===== src/rtl/alu_wide_seq.sv =====
// alu_wide_seq: byte-serial multi-precision sequencer driving the 8-bit ALU.
// One wide op is split into NWORDS ALU passes, LSB first, carry chained.
package alu_defs_pkg;
  typedef enum logic [2:0] {
    kADD = 3'd0,
    kXOR = 3'd1,
    kAND = 3'd2,
    kGBT = 3'd3
  } op_mne;
endpackage

module alu_wide_seq
  import alu_defs_pkg::*;
#(
  parameter int NWORDS = 2
) (
  input  logic                CLK,
  input  logic                RST_N,
  input  logic                START,
  input  logic [2:0]          OPCODE,
  input  logic                CIN,
  input  logic [8*NWORDS-1:0] A_IN,
  input  logic [8*NWORDS-1:0] B_IN,
  output logic                BUSY,
  output logic                DONE,
  output logic [8*NWORDS-1:0] RESULT,
  output logic                CARRY,
  output logic                ZERO,
  output logic [2:0]          ALU_OP,
  output logic [7:0]          ALU_A,
  output logic [7:0]          ALU_B,
  output logic                ALU_SC_IN,
  input  logic [7:0]          ALU_OUT,
  input  logic                ALU_SC_OUT,
  input  logic                ALU_ZERO
);

  localparam int W  = 8 * NWORDS;
  localparam int IW = $clog2(NWORDS);

  typedef enum logic [1:0] {
    S_IDLE,
    S_RUN,
    S_DONE
  } state_t;

  state_t          state_q, state_d;
  logic [IW-1:0]   idx_q, idx_d;
  logic            cy_q, cy_d;
  logic            zacc_q, zacc_d;
  logic [2:0]      op_q, op_d;
  logic [W-1:0]    a_q, a_d;
  logic [W-1:0]    b_q, b_d;
  logic [W-1:0]    res_q, res_d;
  logic            carry_q, carry_d;
  logic            zero_q, zero_d;
  logic [7:0]      byte_v;
  logic            bz;
  logic            last;
  logic [IW+2:0]   bit_off;

  assign bit_off = {idx_q, 3'b000};
  assign last    = (idx_q == IW'(NWORDS - 1));

  always_comb begin
    state_d   = state_q;
    idx_d     = idx_q;
    cy_d      = cy_q;
    zacc_d    = zacc_q;
    op_d      = op_q;
    a_d       = a_q;
    b_d       = b_q;
    res_d     = res_q;
    carry_d   = carry_q;
    zero_d    = zero_q;
    ALU_OP    = 3'd0;
    ALU_A     = 8'd0;
    ALU_B     = 8'd0;
    ALU_SC_IN = 1'b0;
    byte_v    = ALU_OUT;
    bz        = ALU_ZERO;
    unique case (1'b1)
      (state_q == S_IDLE): begin
        if (START) begin
          op_d    = OPCODE;
          a_d     = A_IN;
          b_d     = B_IN;
          cy_d    = CIN;
          idx_d   = '0;
          zacc_d  = 1'b1;
          res_d   = '0;
          state_d = S_RUN;
        end
      end
      (state_q == S_RUN): begin
        ALU_OP    = op_q;
        ALU_A     = a_q[bit_off +: 8];
        ALU_B     = b_q[bit_off +: 8];
        ALU_SC_IN = cy_q;
        // Get-bit yields a single byte; upper bytes are forced to zero
        if (op_q == kGBT && idx_q != '0) begin
          byte_v = 8'd0;
          bz     = 1'b1;
        end
        res_d[bit_off +: 8] = byte_v;
        cy_d   = ALU_SC_OUT;
        zacc_d = zacc_q & bz;
        if (last) begin
          carry_d = ALU_SC_OUT;
          zero_d  = zacc_q & bz;
          state_d = S_DONE;
        end else begin
          idx_d = idx_q + 1'b1;
        end
      end
      (state_q == S_DONE): begin
        state_d = S_IDLE;
      end
      default: begin
        state_d = S_IDLE;
      end
    endcase
  end

  always_ff @(posedge CLK or negedge RST_N) begin
    if (!RST_N) begin
      state_q <= S_IDLE;
      idx_q   <= '0;
      cy_q    <= 1'b0;
      zacc_q  <= 1'b0;
      op_q    <= 3'd0;
      a_q     <= '0;
      b_q     <= '0;
      res_q   <= '0;
      carry_q <= 1'b0;
      zero_q  <= 1'b0;
    end else begin
      state_q <= state_d;
      idx_q   <= idx_d;
      cy_q    <= cy_d;
      zacc_q  <= zacc_d;
      op_q    <= op_d;
      a_q     <= a_d;
      b_q     <= b_d;
      res_q   <= res_d;
      carry_q <= carry_d;
      zero_q  <= zero_d;
    end
  end

  assign BUSY   = (state_q == S_RUN);
  assign DONE   = (state_q == S_DONE);
  assign RESULT = res_q;
  assign CARRY  = carry_q;
  assign ZERO   = zero_q;

endmodule

===== config.mk =====
export PLATFORM = sky130hd
export DESIGN_NAME = alu_wide_seq
export DESIGN_NICKNAME = d
export VERILOG_FILES = /design/src/rtl/alu_wide_seq.sv
export SDC_FILE = /design/constraint.sdc
export NUM_CORES = 1
export LEC_CHECK = 0
export CAP_MARGIN = 20
export CELL_PAD_IN_SITES_DETAIL_PLACEMENT = 2
export CELL_PAD_IN_SITES_GLOBAL_PLACEMENT = 2
export CORE_UTILIZATION = 29
export DETAILED_ROUTE_END_ITERATION = 10
export GPL_ROUTABILITY_DRIVEN = 0
export HOLD_SLACK_MARGIN = 0.05
export PLACE_DENSITY_LB_ADDON = 0.1
export SLEW_MARGIN = 20
export SYNTH_ARGS = -nofsm -noshare
export SYNTH_HDL_FRONTEND = slang
export SYNTH_SLANG_ARGS = --single-unit

===== constraint.sdc =====
create_clock -name CLK -period 1.6 [get_ports CLK]
set_clock_uncertainty 0.05 [all_clocks]
set_input_delay 0.16 -clock CLK [delete_from_list [all_inputs] [get_ports CLK]]
set_output_delay 0.16 -clock CLK [all_outputs]
set_load 0.02 [all_outputs]

## After elaboration in Yosys (flattened, before gate mapping)

Index checks and enable logic that the tools add are counted.

| storage, ports and cells | value |
|---|---|
| bits in registers | 58 |
| bits in latches | 0 |
| memory bits (writable) | 0 |
| bits in read-only memories | 0 |
| bits of input ports | 49 |
| output and inout port bits | 40 |
| logic and storage cells | 50 |
| memories | 0 |

| operators by class | value |
|---|---|
| $add $sub $neg | 2 |
| multipliers | 0 |
| div/mod/pow operators | 0 |
| magnitude comparators | 0 |
| equality and inequality tests | 5 |
| shift operators | 4 |
| muxes and demuxes | 21 |
| bitwise operators | 1 |
| reduce and logical (&&, ||, !) cells | 7 |

Operator list:

| cell | number |
|---|---|
| 2-to-1 mux 8 bit | 4 |
| case mux 16 bit (2 select lines) | 1 |
| variable part select 16 x 5 -> 8 bit | 2 |
| bitwise mux 16 bit | 1 |
| 2-to-1 mux 16 bit | 1 |
| variable shift 8 x 6 -> 16 bit, first input constant | 1 |
| variable part select 8 x 6 -> 16 bit | 1 |
| AND reduction 2 bit | 4 |
| 2-to-1 mux 1 bit | 7 |
| negator 4 -> 6 bit | 1 |
| case mux 1 bit (2 select lines) | 3 |
| 2-to-1 mux 2 bit | 2 |
| case mux 2 bit (2 select lines) | 1 |
| equality test 3 x 2 -> 1 bit, second input constant | 1 |
| 2-to-1 mux 3 bit | 1 |
| equality test 2 x 1 -> 1 bit, second input constant | 1 |
| equality test 2 bit, second input constant | 1 |
| logical NOT 2 bit | 1 |
| inequality test 2 x 1 -> 1 bit, second input constant | 1 |
| inequality test 2 bit, second input constant | 1 |
| nonzero test 2 bit | 1 |
| adder 1 bit, second input constant | 1 |
| AND 1 bit | 1 |
| logical AND 1 bit | 1 |

## Logic depth before layout (Yosys ltp)

| depth | value |
|---|---|
| depth after elaboration | 7 |
| gate-level depth with buffers | 5 |
| gate-level depth less buffers | 4 |

## Least setup slack after synthesis

OpenSTA, ideal clock, no wires.

| timing | value |
|---|---|
| kind | reg-to-output |
| from | reg state_q[1] |
| to | out ALU_OP[0] |
| data arrival time | 1.221 ns |
| path slack | 0.169 ns |
| cell stages (with the launch flop) | 5 |
| path buffers | 1 |
| cells stage by stage | dfrtp_1 -> nand2b_1 -> buf_2 -> inv_1 -> and2_1 |

| between the ends | value |
|---|---|
| cells in the longest elaborated chain, start to end | 2 |

RTL lines:

| what | RTL line | text |
|---|---|---|
| start: declaration | 47 | `state_t state_q, state_d;` |
| start signal: assignment | 138 | `state_q <= state_d;` |
| equality test 2 x 1 -> 1 bit | - |  |
| named net BUSY | 24 | `output logic BUSY,` |
| 2-to-1 mux 3 bit | 82 | `unique case (1'b1)` |
| end: declaration | 29 | `output logic [2:0] ALU_OP,` |

The timed path passes the listed nets, and every way through them passes these cells.

## Worst setup path in the final report

| timing | value |
|---|---|
| from | reg idx_q |
| to | out ALU_B[5] |

| between the ends | value |
|---|---|
| cells in the longest elaborated chain, start to end | 2 |

RTL lines:

| what | RTL line | text |
|---|---|---|
| start: declaration | 48 | `logic [IW-1:0] idx_q, idx_d;` |
| start signal: assignment | 139 | `idx_q <= idx_d;` |
| variable part select 16 x 5 -> 8 bit | 98 | `ALU_B = b_q[bit_off +: 8];` |
| 2-to-1 mux 8 bit | 82 |  |
| end: declaration | 31 | `output logic [7:0] ALU_B,` |

No other way between the ends.

==> run summary <==
status -> finished, violations left
failing checks -> setup timing
Netlist cell types -> 22
Synth Area in Simple Gates -> 7.97%
core area -> 8220 µm²
setup slack, reg-to-reg -> 0.02 ns
Worst Path Arrival -> 1.40 ns
commonest cells in the netlist -> dfrtp_1, mux2_2, nor2_1, mux2i_1, a22o_1
die area -> 8880 µm²
CP Launch Point -> idx_q$_DFFE_PN0P_
Worst Tran Pin Value -> 0.324 ns
dpl cells -> 375
Worst Path Max Fanout -> 9
die width -> 94.2 µm
largest net degree at the start of global routing -> 59
Rel. slew slack -> 78.4%
clk root buf -> clkbuf_8
share of the synthesized area in the top cell type -> 58.9%
CTS Buf Count -> 9
global-route usage over all layers -> 15.9%
sequential area share after synthesis -> 58.9%
Post-Synth XOR/XNOR Area -> 0%
Final Cell Area -> 3890 µm²
Cell Count, Final, Fillers Out -> 403
Synth Area in Compound Gates -> 6.90%
CP required -> 1.39 ns
Max-Cap Viols -> 0
Setup Total Neg Slack -> -0.0187 ns
Max Slew Vio Count -> 0
count leader, synth -> dfrtp_1
Post-DP Area -> 3550 µm²
mux cell area share after synthesis -> 23.3%
Nets -> 343
vias -> 1872
syn nets -> 228
critical path type -> register to primary output
routed len/inst -> 17.0 µm
Synth Cell Area -> 2470 µm²
met2 WL -> 3310 µm
worst setup path end -> ALU_B[5]
WL met1 -> 3080 µm
grt total ovfl -> 0
leakage -> 1.76 nW
floorplan row count -> 33
clk buf depth -> 2
first-pass GRT wire length -> 10600 µm
largest cells by area after synthesis -> dfrtp_1, mux2_2, mux2i_1, a22o_1, nor2_1
WL final -> 6850 µm
Initial DRC Count -> 46
number of flops mapped to enable cells by yosys -> 0
CTS tree -> yes
worst r2r src -> state_q[0]$_DFFE_PN0P_
Hold WC Path Type -> input port to asynchronous set/reset pin
Clock Pin Slew Worst Setup and Hold Paths -> 0.06 ns
FFs w/ async S/R, synth -> 100%
DRC Markers -> 0
Clock Latency Late Sink -> 0.32 ns
Achievable Freq -> 621 MHz
Starting Density -> 30.0%
layout cells sized above 1 -> 35.9%
setup ws final -> -0.00943 ns
period utilization -> 101%
#FFs+latches synth -> 58
number of diodes -> 0
worst r2r path cells -> 5
Cells after Synth -> 179
RSZ-0062 raised after global routing -> yes
max layer used -> met4
Ports -> 89
vias in the first global route -> 2073
reg2reg end -> a_q[1]$_DFFE_PN0P_
Power Density -> 2090 nW/µm²
dominant cell type by area after synthesis -> dfrtp_1
YS warnings -> 0
Syn Area/Cell -> 13.8 µm²
clock sinks -> 58
area growth from synthesis to layout -> 57.6%
height of the die -> 94.2 µm
Synth Area in Adders -> 0%
met3 wire length -> 383 µm
largest family of logic cells by synthesized area -> multiplexers
Final Critical Period -> 1.61 ns
Final Hold Viols -> 0
Routed Antenna Nets -> 0
# setup viols final -> 3
Max IR drop VDD -> 0.782 mV
drt pass-1 iters -> 4
via-per-instance ratio -> 4.65
antenna violations before repair -> 0
Critical Path Source Type -> register
port buffer count -> 88
Crit. End Element -> primary output
H-Tree Depth -> 3
HPWL after DPL -> 4420 µm
Main synth FF type -> dfrtp_1
-- per-layer routing --
layer	up-vias	track usage, %
li1	867	-
met1	937	20.2
met2	60	25.6
met3	8	4.05
met4	0	6.54
met5	-	0
-- worst min path at each step --
stage	cells after the start	from	end	slack [ns]
6_report	3	RST_N	op_q[0]$_DFFE_PN0P_	0.33
2_1_floorplan	0	RST_N	CARRY$_DFFE_PN0P_	-0.19
4_1_cts	3	RST_N	a_q[11]$_DFFE_PN0P_	0.33
3_3_place_gp	2	RST_N	op_q[0]$_DFFE_PN0P_	0.14
5_1_grt	3	RST_N	op_q[0]$_DFFE_PN0P_	0.36
3_5_place_dp	2	RST_N	a_q[11]$_DFFE_PN0P_	0.15
-- metrics by stage --
stage	setup WS, ns	hold slack, ns	total power [mW]	utilization [%]
after floorplan	0.169	-0.186	4.76	-
after global placement	-0.109	0.144	6.32	43.2
after detailed placement	-0.108	0.148	6.43	43.2
after CTS	-0.0665	0.326	7.89	45.8
after global routing	-0.0909	0.359	8.64	47.3
final	-0.00943	0.325	8.12	47.3
-- cells in the final DEF, fill, tap and decap left out, drive strengths merged --
cell / netlist / final
and2: 4 / 4
nor3b: 2 / 2
and3b: 1 / 1
a22oi: 1 / 1
mux2: 36 / 36
a211oi: 1 / 1
dfrtp: 58 / 58
nand2b: 1 / 1
clkinv: 0 / 1
clkbuf: 0 / 16
o21ai: 3 / 3
inv: 3 / 3
nand2: 2 / 2
nor2b: 1 / 1
clkdlybuf4s50: 0 / 65
nand3b: 1 / 1
mux2i: 17 / 17
or2: 1 / 1
buf: 9 / 44
bufinv: 0 / 1
nor2: 22 / 22
dlygate4sd3: 0 / 1
a22o: 16 / 16
-- worst max-delay path, stage by stage (launching register included) --
cell and delay, ns:
dfrtp_1 0.39, buf_12 0.16, buf_6 0.11, mux2i_1 0.20, nor2_1 0.07, buf_4 0.15
-- kinds of logic after synthesis --
family,after synthesis
AO/OA/AOI/OAI,21
buffers and inverters,12
flip-flops,58
multiplexers,53
AND/OR/NAND/NOR,35
-- final cells by class --
type | instances | area (µm²)
multi-input cells | 109 | 998
inverters | 3 | 11.3
clock buffers | 13 | 169
flip-flops and latches | 58 | 1450
repair buffers | 113 | 1090
clock inverters | 2 | 35.0
fillers | 831 | 4330
well taps | 105 | 131
-- flip-flops by register name, indices dropped and copies added, names as in the netlist --
| name | flops |
|---|---|
| RESULT | 16 |
| ZERO | 1 |
| state_q | 2 |
| CARRY | 1 |
| b_q | 16 |
| a_q | 16 |
| op_q | 3 |
| idx_q | 1 |
| cy_q | 1 |
| zacc_q | 1 |
-- report_power, final --
group | internal (mW) | switching (mW) | total (mW)
Combinational | 2.23 | 1.95 | 4.18
Sequential | 2.14 | 0.392 | 2.53
Clock | 0.837 | 0.569 | 1.41
-- timing repair --
item                                   in CTS  in global routing
hold buffers                                1                  0
pin swaps                                   0                  2
resized for setup                          94                 24
setup endpoints to repair                  26                 62
gates cloned                                0                  3
endpoints found under the hold margin      58                  0
setup buffers                               4                  5
Power figures use the tool's default switching activity.
